--- src/rtl/id_operand_if.sv ---
// ID operand stage bus: decode inputs, register file port,
// forwarding sources, pipeline control and ID/EX outputs.
interface id_operand_if #(
  parameter int DATA_W = 16,
  parameter int ADDR_W = 2
);
  logic              id_valid;
  logic [ADDR_W-1:0] id_rs;
  logic [ADDR_W-1:0] id_rt;
  logic              id_uses_rs;
  logic              id_uses_rt;
  logic [ADDR_W-1:0] id_rd;
  logic              id_writes_reg;
  logic              id_is_load;

  logic [ADDR_W-1:0] rf_addr1;
  logic [ADDR_W-1:0] rf_addr2;
  logic [DATA_W-1:0] rf_data1;
  logic [DATA_W-1:0] rf_data2;

  logic              ex_fwd_valid;
  logic [ADDR_W-1:0] ex_fwd_rd;
  logic              ex_fwd_we;
  logic              ex_fwd_is_load;
  logic [DATA_W-1:0] ex_fwd_data;

  logic              mem_fwd_valid;
  logic [ADDR_W-1:0] mem_fwd_rd;
  logic              mem_fwd_we;
  logic [DATA_W-1:0] mem_fwd_data;

  logic              wb_write;
  logic [ADDR_W-1:0] wb_addr;
  logic [DATA_W-1:0] wb_data;

  logic              flush;
  logic              ex_hold;
  logic              stall;

  logic [DATA_W-1:0] opnd_a;
  logic [DATA_W-1:0] opnd_b;
  logic              ex_valid;
  logic [ADDR_W-1:0] ex_rd;
  logic              ex_writes_reg;
  logic              ex_is_load;
  logic [15:0]       stall_count;

  modport master (
    output id_valid, id_rs, id_rt, id_uses_rs, id_uses_rt,
    output id_rd, id_writes_reg, id_is_load,
    input  rf_addr1, rf_addr2,
    output rf_data1, rf_data2,
    output ex_fwd_valid, ex_fwd_rd, ex_fwd_we,
    output ex_fwd_is_load, ex_fwd_data,
    output mem_fwd_valid, mem_fwd_rd, mem_fwd_we, mem_fwd_data,
    output wb_write, wb_addr, wb_data,
    output flush, ex_hold,
    input  stall, opnd_a, opnd_b, ex_valid, ex_rd,
    input  ex_writes_reg, ex_is_load, stall_count
  );

  modport slave (
    input  id_valid, id_rs, id_rt, id_uses_rs, id_uses_rt,
    input  id_rd, id_writes_reg, id_is_load,
    output rf_addr1, rf_addr2,
    input  rf_data1, rf_data2,
    input  ex_fwd_valid, ex_fwd_rd, ex_fwd_we,
    input  ex_fwd_is_load, ex_fwd_data,
    input  mem_fwd_valid, mem_fwd_rd, mem_fwd_we, mem_fwd_data,
    input  wb_write, wb_addr, wb_data,
    input  flush, ex_hold,
    output stall, opnd_a, opnd_b, ex_valid, ex_rd,
    output ex_writes_reg, ex_is_load, stall_count
  );
endinterface

--- src/rtl/id_operand_stage.sv ---
// Operand resolution with EX/MEM/WB forwarding, load-use
// detection and the ID/EX pipeline register.
module id_operand_stage #(
  parameter int DATA_W = 16,
  parameter int ADDR_W = 2
) (
  input logic         clk,
  input logic         reset_n,
  id_operand_if.slave bus
);

  logic              w_ex_ok;
  logic              w_mem_ok;
  logic              w_ex_a, w_mem_a, w_wb_a;
  logic              w_ex_b, w_mem_b, w_wb_b;
  logic [DATA_W-1:0] w_opnd_a;
  logic [DATA_W-1:0] w_opnd_b;
  logic              w_load_use;

  logic [DATA_W-1:0] r_opnd_a;
  logic [DATA_W-1:0] r_opnd_b;
  logic              r_valid;
  logic [ADDR_W-1:0] r_rd;
  logic              r_wr;
  logic              r_ld;
  logic [15:0]       r_cnt;

  assign bus.rf_addr1 = bus.id_rs;
  assign bus.rf_addr2 = bus.id_rt;

  // A load in EX has no data yet; it is handled by load_use
  assign w_ex_ok  = bus.ex_fwd_valid & bus.ex_fwd_we
                  & ~bus.ex_fwd_is_load;
  assign w_mem_ok = bus.mem_fwd_valid & bus.mem_fwd_we;

  assign w_ex_a  = w_ex_ok & (bus.ex_fwd_rd == bus.id_rs);
  assign w_mem_a = ~w_ex_a & w_mem_ok
                 & (bus.mem_fwd_rd == bus.id_rs);
  assign w_wb_a  = ~w_ex_a & ~w_mem_a & bus.wb_write
                 & (bus.wb_addr == bus.id_rs);

  assign w_ex_b  = w_ex_ok & (bus.ex_fwd_rd == bus.id_rt);
  assign w_mem_b = ~w_ex_b & w_mem_ok
                 & (bus.mem_fwd_rd == bus.id_rt);
  assign w_wb_b  = ~w_ex_b & ~w_mem_b & bus.wb_write
                 & (bus.wb_addr == bus.id_rt);

  always_comb begin
    w_opnd_a = bus.rf_data1;
    unique case (1'b1)
      w_ex_a:  w_opnd_a = bus.ex_fwd_data;
      w_mem_a: w_opnd_a = bus.mem_fwd_data;
      w_wb_a:  w_opnd_a = bus.wb_data;
      default: w_opnd_a = bus.rf_data1;
    endcase
  end

  always_comb begin
    w_opnd_b = bus.rf_data2;
    unique case (1'b1)
      w_ex_b:  w_opnd_b = bus.ex_fwd_data;
      w_mem_b: w_opnd_b = bus.mem_fwd_data;
      w_wb_b:  w_opnd_b = bus.wb_data;
      default: w_opnd_b = bus.rf_data2;
    endcase
  end

  assign w_load_use = bus.id_valid & bus.ex_fwd_valid
    & bus.ex_fwd_is_load & bus.ex_fwd_we
    & ((bus.id_uses_rs & (bus.ex_fwd_rd == bus.id_rs))
     | (bus.id_uses_rt & (bus.ex_fwd_rd == bus.id_rt)));

  assign bus.stall = ~bus.flush & (w_load_use | bus.ex_hold);

  always_ff @(posedge clk or negedge reset_n) begin
    if (!reset_n) begin
      r_opnd_a <= '0;
      r_opnd_b <= '0;
      r_valid  <= 1'b0;
      r_rd     <= '0;
      r_wr     <= 1'b0;
      r_ld     <= 1'b0;
      r_cnt    <= '0;
    end else if (bus.flush) begin
      r_valid <= 1'b0;
      r_wr    <= 1'b0;
      r_ld    <= 1'b0;
    end else if (bus.ex_hold) begin
      r_valid <= r_valid;
    end else if (w_load_use) begin
      r_valid <= 1'b0;
      r_wr    <= 1'b0;
      r_ld    <= 1'b0;
      if (r_cnt != 16'hFFFF) r_cnt <= r_cnt + 16'd1;
    end else begin
      r_opnd_a <= w_opnd_a;
      r_opnd_b <= w_opnd_b;
      r_valid  <= bus.id_valid;
      r_rd     <= bus.id_rd;
      r_wr     <= bus.id_writes_reg & bus.id_valid;
      r_ld     <= bus.id_is_load & bus.id_valid;
    end
  end

  assign bus.opnd_a        = r_opnd_a;
  assign bus.opnd_b        = r_opnd_b;
  assign bus.ex_valid      = r_valid;
  assign bus.ex_rd         = r_rd;
  assign bus.ex_writes_reg = r_wr;
  assign bus.ex_is_load    = r_ld;
  assign bus.stall_count   = r_cnt;

endmodule

--- src/flat_wrapper.sv ---
// flat-port wrapper written by rule: the top's interface ports become plain ports
module id_operand_stage_flat 
#(
  parameter int DATA_W = 16,
  parameter int ADDR_W = 2
)
  (clk, reset_n, bus_id_valid, bus_id_rs, bus_id_rt, bus_id_uses_rs, bus_id_uses_rt, bus_id_rd, bus_id_writes_reg, bus_id_is_load, bus_rf_addr1, bus_rf_addr2, bus_rf_data1, bus_rf_data2, bus_ex_fwd_valid, bus_ex_fwd_rd, bus_ex_fwd_we, bus_ex_fwd_is_load, bus_ex_fwd_data, bus_mem_fwd_valid, bus_mem_fwd_rd, bus_mem_fwd_we, bus_mem_fwd_data, bus_wb_write, bus_wb_addr, bus_wb_data, bus_flush, bus_ex_hold, bus_stall, bus_opnd_a, bus_opnd_b, bus_ex_valid, bus_ex_rd, bus_ex_writes_reg, bus_ex_is_load, bus_stall_count);
  id_operand_if #(.DATA_W(DATA_W), .ADDR_W(ADDR_W)) bus_i ();
  input logic clk;
  input logic reset_n;
  input wire logic [$bits(bus_i.id_valid)-1:0] bus_id_valid;
  input wire logic [$bits(bus_i.id_rs)-1:0] bus_id_rs;
  input wire logic [$bits(bus_i.id_rt)-1:0] bus_id_rt;
  input wire logic [$bits(bus_i.id_uses_rs)-1:0] bus_id_uses_rs;
  input wire logic [$bits(bus_i.id_uses_rt)-1:0] bus_id_uses_rt;
  input wire logic [$bits(bus_i.id_rd)-1:0] bus_id_rd;
  input wire logic [$bits(bus_i.id_writes_reg)-1:0] bus_id_writes_reg;
  input wire logic [$bits(bus_i.id_is_load)-1:0] bus_id_is_load;
  output wire logic [$bits(bus_i.rf_addr1)-1:0] bus_rf_addr1;
  output wire logic [$bits(bus_i.rf_addr2)-1:0] bus_rf_addr2;
  input wire logic [$bits(bus_i.rf_data1)-1:0] bus_rf_data1;
  input wire logic [$bits(bus_i.rf_data2)-1:0] bus_rf_data2;
  input wire logic [$bits(bus_i.ex_fwd_valid)-1:0] bus_ex_fwd_valid;
  input wire logic [$bits(bus_i.ex_fwd_rd)-1:0] bus_ex_fwd_rd;
  input wire logic [$bits(bus_i.ex_fwd_we)-1:0] bus_ex_fwd_we;
  input wire logic [$bits(bus_i.ex_fwd_is_load)-1:0] bus_ex_fwd_is_load;
  input wire logic [$bits(bus_i.ex_fwd_data)-1:0] bus_ex_fwd_data;
  input wire logic [$bits(bus_i.mem_fwd_valid)-1:0] bus_mem_fwd_valid;
  input wire logic [$bits(bus_i.mem_fwd_rd)-1:0] bus_mem_fwd_rd;
  input wire logic [$bits(bus_i.mem_fwd_we)-1:0] bus_mem_fwd_we;
  input wire logic [$bits(bus_i.mem_fwd_data)-1:0] bus_mem_fwd_data;
  input wire logic [$bits(bus_i.wb_write)-1:0] bus_wb_write;
  input wire logic [$bits(bus_i.wb_addr)-1:0] bus_wb_addr;
  input wire logic [$bits(bus_i.wb_data)-1:0] bus_wb_data;
  input wire logic [$bits(bus_i.flush)-1:0] bus_flush;
  input wire logic [$bits(bus_i.ex_hold)-1:0] bus_ex_hold;
  output wire logic [$bits(bus_i.stall)-1:0] bus_stall;
  output wire logic [$bits(bus_i.opnd_a)-1:0] bus_opnd_a;
  output wire logic [$bits(bus_i.opnd_b)-1:0] bus_opnd_b;
  output wire logic [$bits(bus_i.ex_valid)-1:0] bus_ex_valid;
  output wire logic [$bits(bus_i.ex_rd)-1:0] bus_ex_rd;
  output wire logic [$bits(bus_i.ex_writes_reg)-1:0] bus_ex_writes_reg;
  output wire logic [$bits(bus_i.ex_is_load)-1:0] bus_ex_is_load;
  output wire logic [$bits(bus_i.stall_count)-1:0] bus_stall_count;
  assign bus_i.id_valid = bus_id_valid;
  assign bus_i.id_rs = bus_id_rs;
  assign bus_i.id_rt = bus_id_rt;
  assign bus_i.id_uses_rs = bus_id_uses_rs;
  assign bus_i.id_uses_rt = bus_id_uses_rt;
  assign bus_i.id_rd = bus_id_rd;
  assign bus_i.id_writes_reg = bus_id_writes_reg;
  assign bus_i.id_is_load = bus_id_is_load;
  assign bus_rf_addr1 = bus_i.rf_addr1;
  assign bus_rf_addr2 = bus_i.rf_addr2;
  assign bus_i.rf_data1 = bus_rf_data1;
  assign bus_i.rf_data2 = bus_rf_data2;
  assign bus_i.ex_fwd_valid = bus_ex_fwd_valid;
  assign bus_i.ex_fwd_rd = bus_ex_fwd_rd;
  assign bus_i.ex_fwd_we = bus_ex_fwd_we;
  assign bus_i.ex_fwd_is_load = bus_ex_fwd_is_load;
  assign bus_i.ex_fwd_data = bus_ex_fwd_data;
  assign bus_i.mem_fwd_valid = bus_mem_fwd_valid;
  assign bus_i.mem_fwd_rd = bus_mem_fwd_rd;
  assign bus_i.mem_fwd_we = bus_mem_fwd_we;
  assign bus_i.mem_fwd_data = bus_mem_fwd_data;
  assign bus_i.wb_write = bus_wb_write;
  assign bus_i.wb_addr = bus_wb_addr;
  assign bus_i.wb_data = bus_wb_data;
  assign bus_i.flush = bus_flush;
  assign bus_i.ex_hold = bus_ex_hold;
  assign bus_stall = bus_i.stall;
  assign bus_opnd_a = bus_i.opnd_a;
  assign bus_opnd_b = bus_i.opnd_b;
  assign bus_ex_valid = bus_i.ex_valid;
  assign bus_ex_rd = bus_i.ex_rd;
  assign bus_ex_writes_reg = bus_i.ex_writes_reg;
  assign bus_ex_is_load = bus_i.ex_is_load;
  assign bus_stall_count = bus_i.stall_count;
  id_operand_stage #(.DATA_W(DATA_W), .ADDR_W(ADDR_W)) u_core (.clk(clk), .reset_n(reset_n), .bus(bus_i));
endmodule
--- config.mk ---
export PLATFORM = sky130hd
export DESIGN_NAME = id_operand_stage_flat
export DESIGN_NICKNAME = d
export VERILOG_FILES = /design/src/rtl/id_operand_if.sv /design/src/rtl/id_operand_stage.sv /design/src/flat_wrapper.sv
export SDC_FILE = /design/constraint.sdc
export NUM_CORES = 1
export LEC_CHECK = 0
export BUFFER_PORTS_ARGS = -buffer_cell sky130_fd_sc_hd__buf_2
export CORE_MARGIN = 2
export CORE_UTILIZATION = 48
export CTS_BUF_LIST = sky130_fd_sc_hd__clkbuf_4
export DETAILED_ROUTE_END_ITERATION = 10
export PLACE_DENSITY = 0.83
export SYNTH_ARGS = -nofsm -noshare
export SYNTH_HDL_FRONTEND = slang
export SYNTH_SLANG_ARGS = --single-unit
--- constraint.sdc ---
create_clock -name clk -period 2.51 [get_ports clk]
set_clock_uncertainty 0.1 [all_clocks]
set_input_delay 0.502 -clock clk [delete_from_list [all_inputs] [get_ports clk]]
set_output_delay 0.502 -clock clk [all_outputs]
set_load 0.005 [all_outputs]
[Yosys cells after proc, flatten, opt, wreduce, memory -nomap -nowiden]
Cells that the tools add are included.
Cells by class
  $add $sub $neg: 1
  equality and inequality tests: 8
  muxes and demuxes: 11
  bitwise logic cells: 34
  reduce and logical (&&, ||, !) cells: 2
Operators with widths (number)
  case mux 16 bit (3 select lines): 2
  AND 1 bit: 24
  adder 16 x 1 -> 16 bit, second input constant: 1
  inequality test 16 bit, second input constant: 1
  == test 2 bit: 6
  two-way mux 1 bit: 9
  inverter 1 bit: 8
  AND reduction 4 bit: 1
  AND reduction 3 bit: 1
  inequality test 2 bit, second input constant: 1
  OR 1 bit: 2
Storage, ports and cells
  bits in registers: 53
  bits of input ports: 107
  output and inout port bits: 58
  logic and storage cells: 63

[Depth between registers and ports, before layout]
  word-level depth: 11
  depth in mapped cells: 7
  depth with buffers taken out: 6

[Worst setup path before layout]
OpenSTA, ideal clock, no wires.
  path kind: in2reg
  from: in bus_ex_fwd_is_load
  to: reg u_core.r_opnd_a[10] (netlist: u_core.bus.opnd_a[10])
  library setup time: 0.078 ns
  data arrival time: 1.820 ns
  required time: 2.332 ns
  path slack: 0.513 ns
  stages on the path: 7
  path buffers: 2
  cell sequence: and3b_1 > buf_2 > nor3b_2 > a211o_1 > clkbuf_1 > o21ai_0 > o2bb2ai_1
Between the ends
  word-level cells in the longest chain between the ends: 11
  elaborated cells between the ends (all ways): 16
  those cells by class: 1 x mux; 14 x bitwise; 1 x reduce/logical
RTL lines
  start: declaration: line flat_wrapper.sv:26  | input wire logic [$bits(bus_i.ex_fwd_is_load)-1:0] bus_ex_fwd_is_load;
  inverter 1 bit: line id_operand_stage.sv:33  | & ~bus.ex_fwd_is_load;
  AND 1 bit: line id_operand_stage.sv:33
  AND 1 bit: line id_operand_stage.sv:36  | assign w_ex_a = w_ex_ok & (bus.ex_fwd_rd == bus.id_rs);
  inverter 1 bit: line id_operand_stage.sv:37, id_operand_stage.sv:39
  AND 1 bit: line id_operand_stage.sv:37  | assign w_mem_a = ~w_ex_a & w_mem_ok
  AND 1 bit: line id_operand_stage.sv:38  | & (bus.mem_fwd_rd == bus.id_rs);
  inverter 1 bit: line id_operand_stage.sv:39  | assign w_wb_a = ~w_ex_a & ~w_mem_a & bus.wb_write
  AND 1 bit (2 in series): line id_operand_stage.sv:39
  AND 1 bit: line id_operand_stage.sv:40  | & (bus.wb_addr == bus.id_rs);
  case mux 16 bit (3 select lines): line id_operand_stage.sv:50  | unique case (1'b1)
  end signal: assignment: line id_operand_stage.sv:96  | r_opnd_a <= w_opnd_a;
  end: declaration: line id_operand_stage.sv:20  | logic [DATA_W-1:0] r_opnd_a;
Parallel ways exist; a longest one is shown, timed or not.
A chain may end at the register's enable or synchronous reset.

[Final worst setup path]
  from: in bus_id_rs[1]
  to: out bus_stall
Between the ends
  word-level cells in the longest chain between the ends: 6
RTL lines
  start: declaration: line flat_wrapper.sv:12  | input wire logic [$bits(bus_i.id_rs)-1:0] bus_id_rs;
  == test 2 bit: line id_operand_stage.sv:70  | & ((bus.id_uses_rs & (bus.ex_fwd_rd == bus.id_rs))
  AND 1 bit: line id_operand_stage.sv:70
  OR 1 bit: line id_operand_stage.sv:71  | | (bus.id_uses_rt & (bus.ex_fwd_rd == bus.id_rt)));
  AND 1 bit: line id_operand_stage.sv:70
  OR 1 bit: line id_operand_stage.sv:73  | assign bus.stall = ~bus.flush & (w_load_use | bus.ex_hold);
  AND 1 bit: line id_operand_stage.sv:73
  end: declaration: line flat_wrapper.sv:37  | output wire logic [$bits(bus_i.stall)-1:0] bus_stall;
Every way passes these cells.

==> impl_metrics.csv <==
group,metric,value,unit
outcome,outcome,"complete, no violations",
final_layout,num_antenna_cells,0,
detailed_routing,vias,3787,
setup_path,cp.arrival,1.45,ns
cts,cts_repair_resize_count,0,
sta,final.setup.worst_slack,0.457,ns
cts,clockRootBuffer,"clkbuf_4",
synthesis,synth_top_flop_cell,"dfrtp_1",
synthesis,syn_area,3440,sq um
detailed_routing,vias_per_cell,6.10,
die,die_y,88.6,um
final_layout,fillers,584,
detailed_routing,firstDrtPassIters,5,
placed_design,port_buffers,164,
setup_path,cp-end-kind,"output pin",
setup_path,cp.required,1.91,ns
die,die_w,88.6,um
sta,max_freq,487,MHz
placed_design,dp_slack,0.185,ns
detailed_routing,wl_per_cell,18.2,um
cts,clockBufferDepth,2,
global_route,grt_pass1_wl,17100,um
sta,finalSetupViolations,0,
hold_path,hold_start,"bus_id_rd[1]",
setup_path,crit_fanout,4,
placed_design,postPlaceCellArea,4400,sq um
setup_path,critPathLaunchType,"primary input",
sta,fin_crit,2.05,ns
cts,cts_buffers,5,
setup_path,criticalPathCategory,"primary input to output pin",
global_route,antenna_found_initial,0,
final_layout,final_cell_area,4460,sq um
die,initial_utilization,50.1,%
sta,tightest_slew,0.540,ns
final_layout,synthToLayoutAreaGrowth,29.8,%
power,pwr-share-clk,18.4,%
hold_path,hold-path-endpoint,"u_core.bus.ex_rd[1]$_DFFE_PN0P_",
synthesis,synth_common_cells,"dfrtp_1 (53), nor4_1 (40), a31oi_1 (33), a311oi_1 (32), o2bb2ai_1 (32)",
final_layout,drive_gt1_share,39.4,%
cts,htreeDepth,2,
sta,min_period_over_period,81.8,%
synthesis,ys_seq_elements,53,
power,p_total,0.00203,W
power,ir_drop,0.000273,V
sta,final_max_slew_viol_count,0,
cts,cts_tree,"yes",
synthesis,synth.top_cell.area_share,38.6,%
power,p_sw_share,33.4,%
power,intPower,0.00135,W
final_layout,nets,632,
detailed_routing,drc,0,
power,seqPwrFrac,50.0,%
cts,holdBufCountCts,1,
hold_path,hold_class,"primary input to register",
global_route,grtUsageTotal,27.9,%
detailed_routing,detail-route-antenna-nets,0,
setup_path,reg2reg_slack,0.56,ns
detailed_routing,drtIter0Drc,199,
sta,final_hold_viol_count,0,
die,core-area,6870,sq um
power,power_leakage,2.07,nW
final_layout,post-route-util,65.0,%
setup_path,worstReg2RegEnd,"u_core.bus.stall_count[11]$_DFFE_PN0P_",
hold_path,hold-path-cell-count,2,
die,core.rowCount,30,
synthesis,syn_inst,364,
global_route,grt_max_degree,35,
cts,clock_latency,0.37,ns
sta,rsz0062_at_grt,"false",
global_route,grt_overflow,0,
synthesis,synth_enable_flop_cells,0,
power,switching_power,0.000680,W
power,p_comb_share,31.6,%
cts,clk_pin_slew,0.14,ns
setup_path,r2r-start,"u_core.bus.stall_count[0]$_DFFE_PN0P_",
setup_path,reg2regPathDepth,7,
synthesis,ys_seq_area_share,38.6,%
synthesis,yosys.area.top_type,"dfrtp_1",
synthesis,syn_nets,472,
cts,cts_setup_buffers,0,
placed_design,hpwl,9050,um
sta,finalSetupTns,0,ns
die,dieArea,7860,sq um
synthesis,synth.distinct_cells,39,
cts,clock-sinks,53,
placed_design,place.gp.congestion,0.928,
synthesis,ys_warn_count,0,
sta,slew_headroom,63.5,%
synthesis,yosys-top-cells-area,"dfrtp_1 (39%), a311oi_1 (8.2%), o2bb2ai_1 (8.2%)",
power,p_per_area,456,nW/um^2
synthesis,yosysMostFrequentCell,"dfrtp_1",
job,max_cap_viol_count,0,
global_route,grt_pass1_vias,3441,
synthesis,syn_avg_cell_area,9.45,sq um
detailed_routing,wirelength,11300,um
die,pin_count,165,
synthesis,synthArstFlopShare,100,%
[power groups by stage]
stage / Combinational, W / Sequential [W] / Clock [W]
floorplan: 0.000295 / 0.00103 / 0
global placement: 0.000624 / 0.00103 / 0
detailed placement: 0.000636 / 0.00103 / 0
CTS: 0.000638 / 0.00102 / 0.000378
global route: 0.000700 / 0.00103 / 0.000410
finish: 0.000643 / 0.00102 / 0.000374
[layout by cell type (no fill, tap or decap), drive strengths merged, types with 3 or more instances in the layout]
master   count
a31oi       33
nor2b       16
clkbuf       5
dfrtp       53
nand2        9
nand4        3
nor2         9
buf        187
o2bb2ai     32
mux2         3
a311oi      32
nor3b        3
xor2        26
inv          4
nor4        42
or3          3
nor3         7
nand3        6
o21ai       33
[layer usage]
layer	global-route usage [%]	wire length [um]
met3	6.06	1070
met2	43.6	5110
met5	0	0
met1	38.6	4900
met4	9.78	231
[logic make-up after synthesis]
logic type      after synthesis  synth area share (%)
xor+xnor                     27                  6.88
mux                           3                 0.982
fa+ha+maj                     1                 0.364
simple gates                106                  19.4
flops                        53                  38.6
compound gates              135                  28.5
buf+inv                      39                  5.31
[how the worst max path moves through the flow]
stage,from,endpoint,slack [ns],depth (start not counted)
floorplan,bus_ex_fwd_is_load,u_core.bus.opnd_a[10]$_DFFE_PN0P_,0.51,7
global placement,bus_id_rs[0],u_core.bus.opnd_a[9]$_DFFE_PN0P_,0.25,7
detailed placement,bus_id_rs[1],u_core.bus.stall_count[13]$_DFFE_PN0P_,0.19,7
CTS,bus_id_rs[1],bus_stall,0.47,6
global route,bus_id_rs[1],bus_stall,0.35,6
finish,bus_id_rs[1],bus_stall,0.46,6
[cell type report]
cell class | instances | area [sq um] | area share, %
Multi-Input combinational cell | 272 | 1930 | 43.2
Clock buffer | 5 | 37.5 | 0.841
Timing Repair Buffer | 188 | 1020 | 22.8
Inverter | 4 | 15.0 | 0.337
Clock inverter | 3 | 17.5 | 0.393
Sequential cell | 53 | 1330 | 29.7
Tap cell | 96 | 120 | 2.69
[critical path, stage by stage]
cell and delay, ns:
buf_2 0.14, xor2_1 0.20, nor2_1 0.18, nand3_1 0.13
a31oi_1 0.17, buf_2 0.13
[per-stage QoR]
stage | cells | hold WS, ns
after global placement | 612 | 0.369
after CTS | 621 | 0.241
final | 621 | 0.258
after detailed placement | 612 | 0.372
after floorplan | 364 | 0.106
after global routing | 621 | 0.242
No activity file was read; power rests on OpenSTA's default activity.
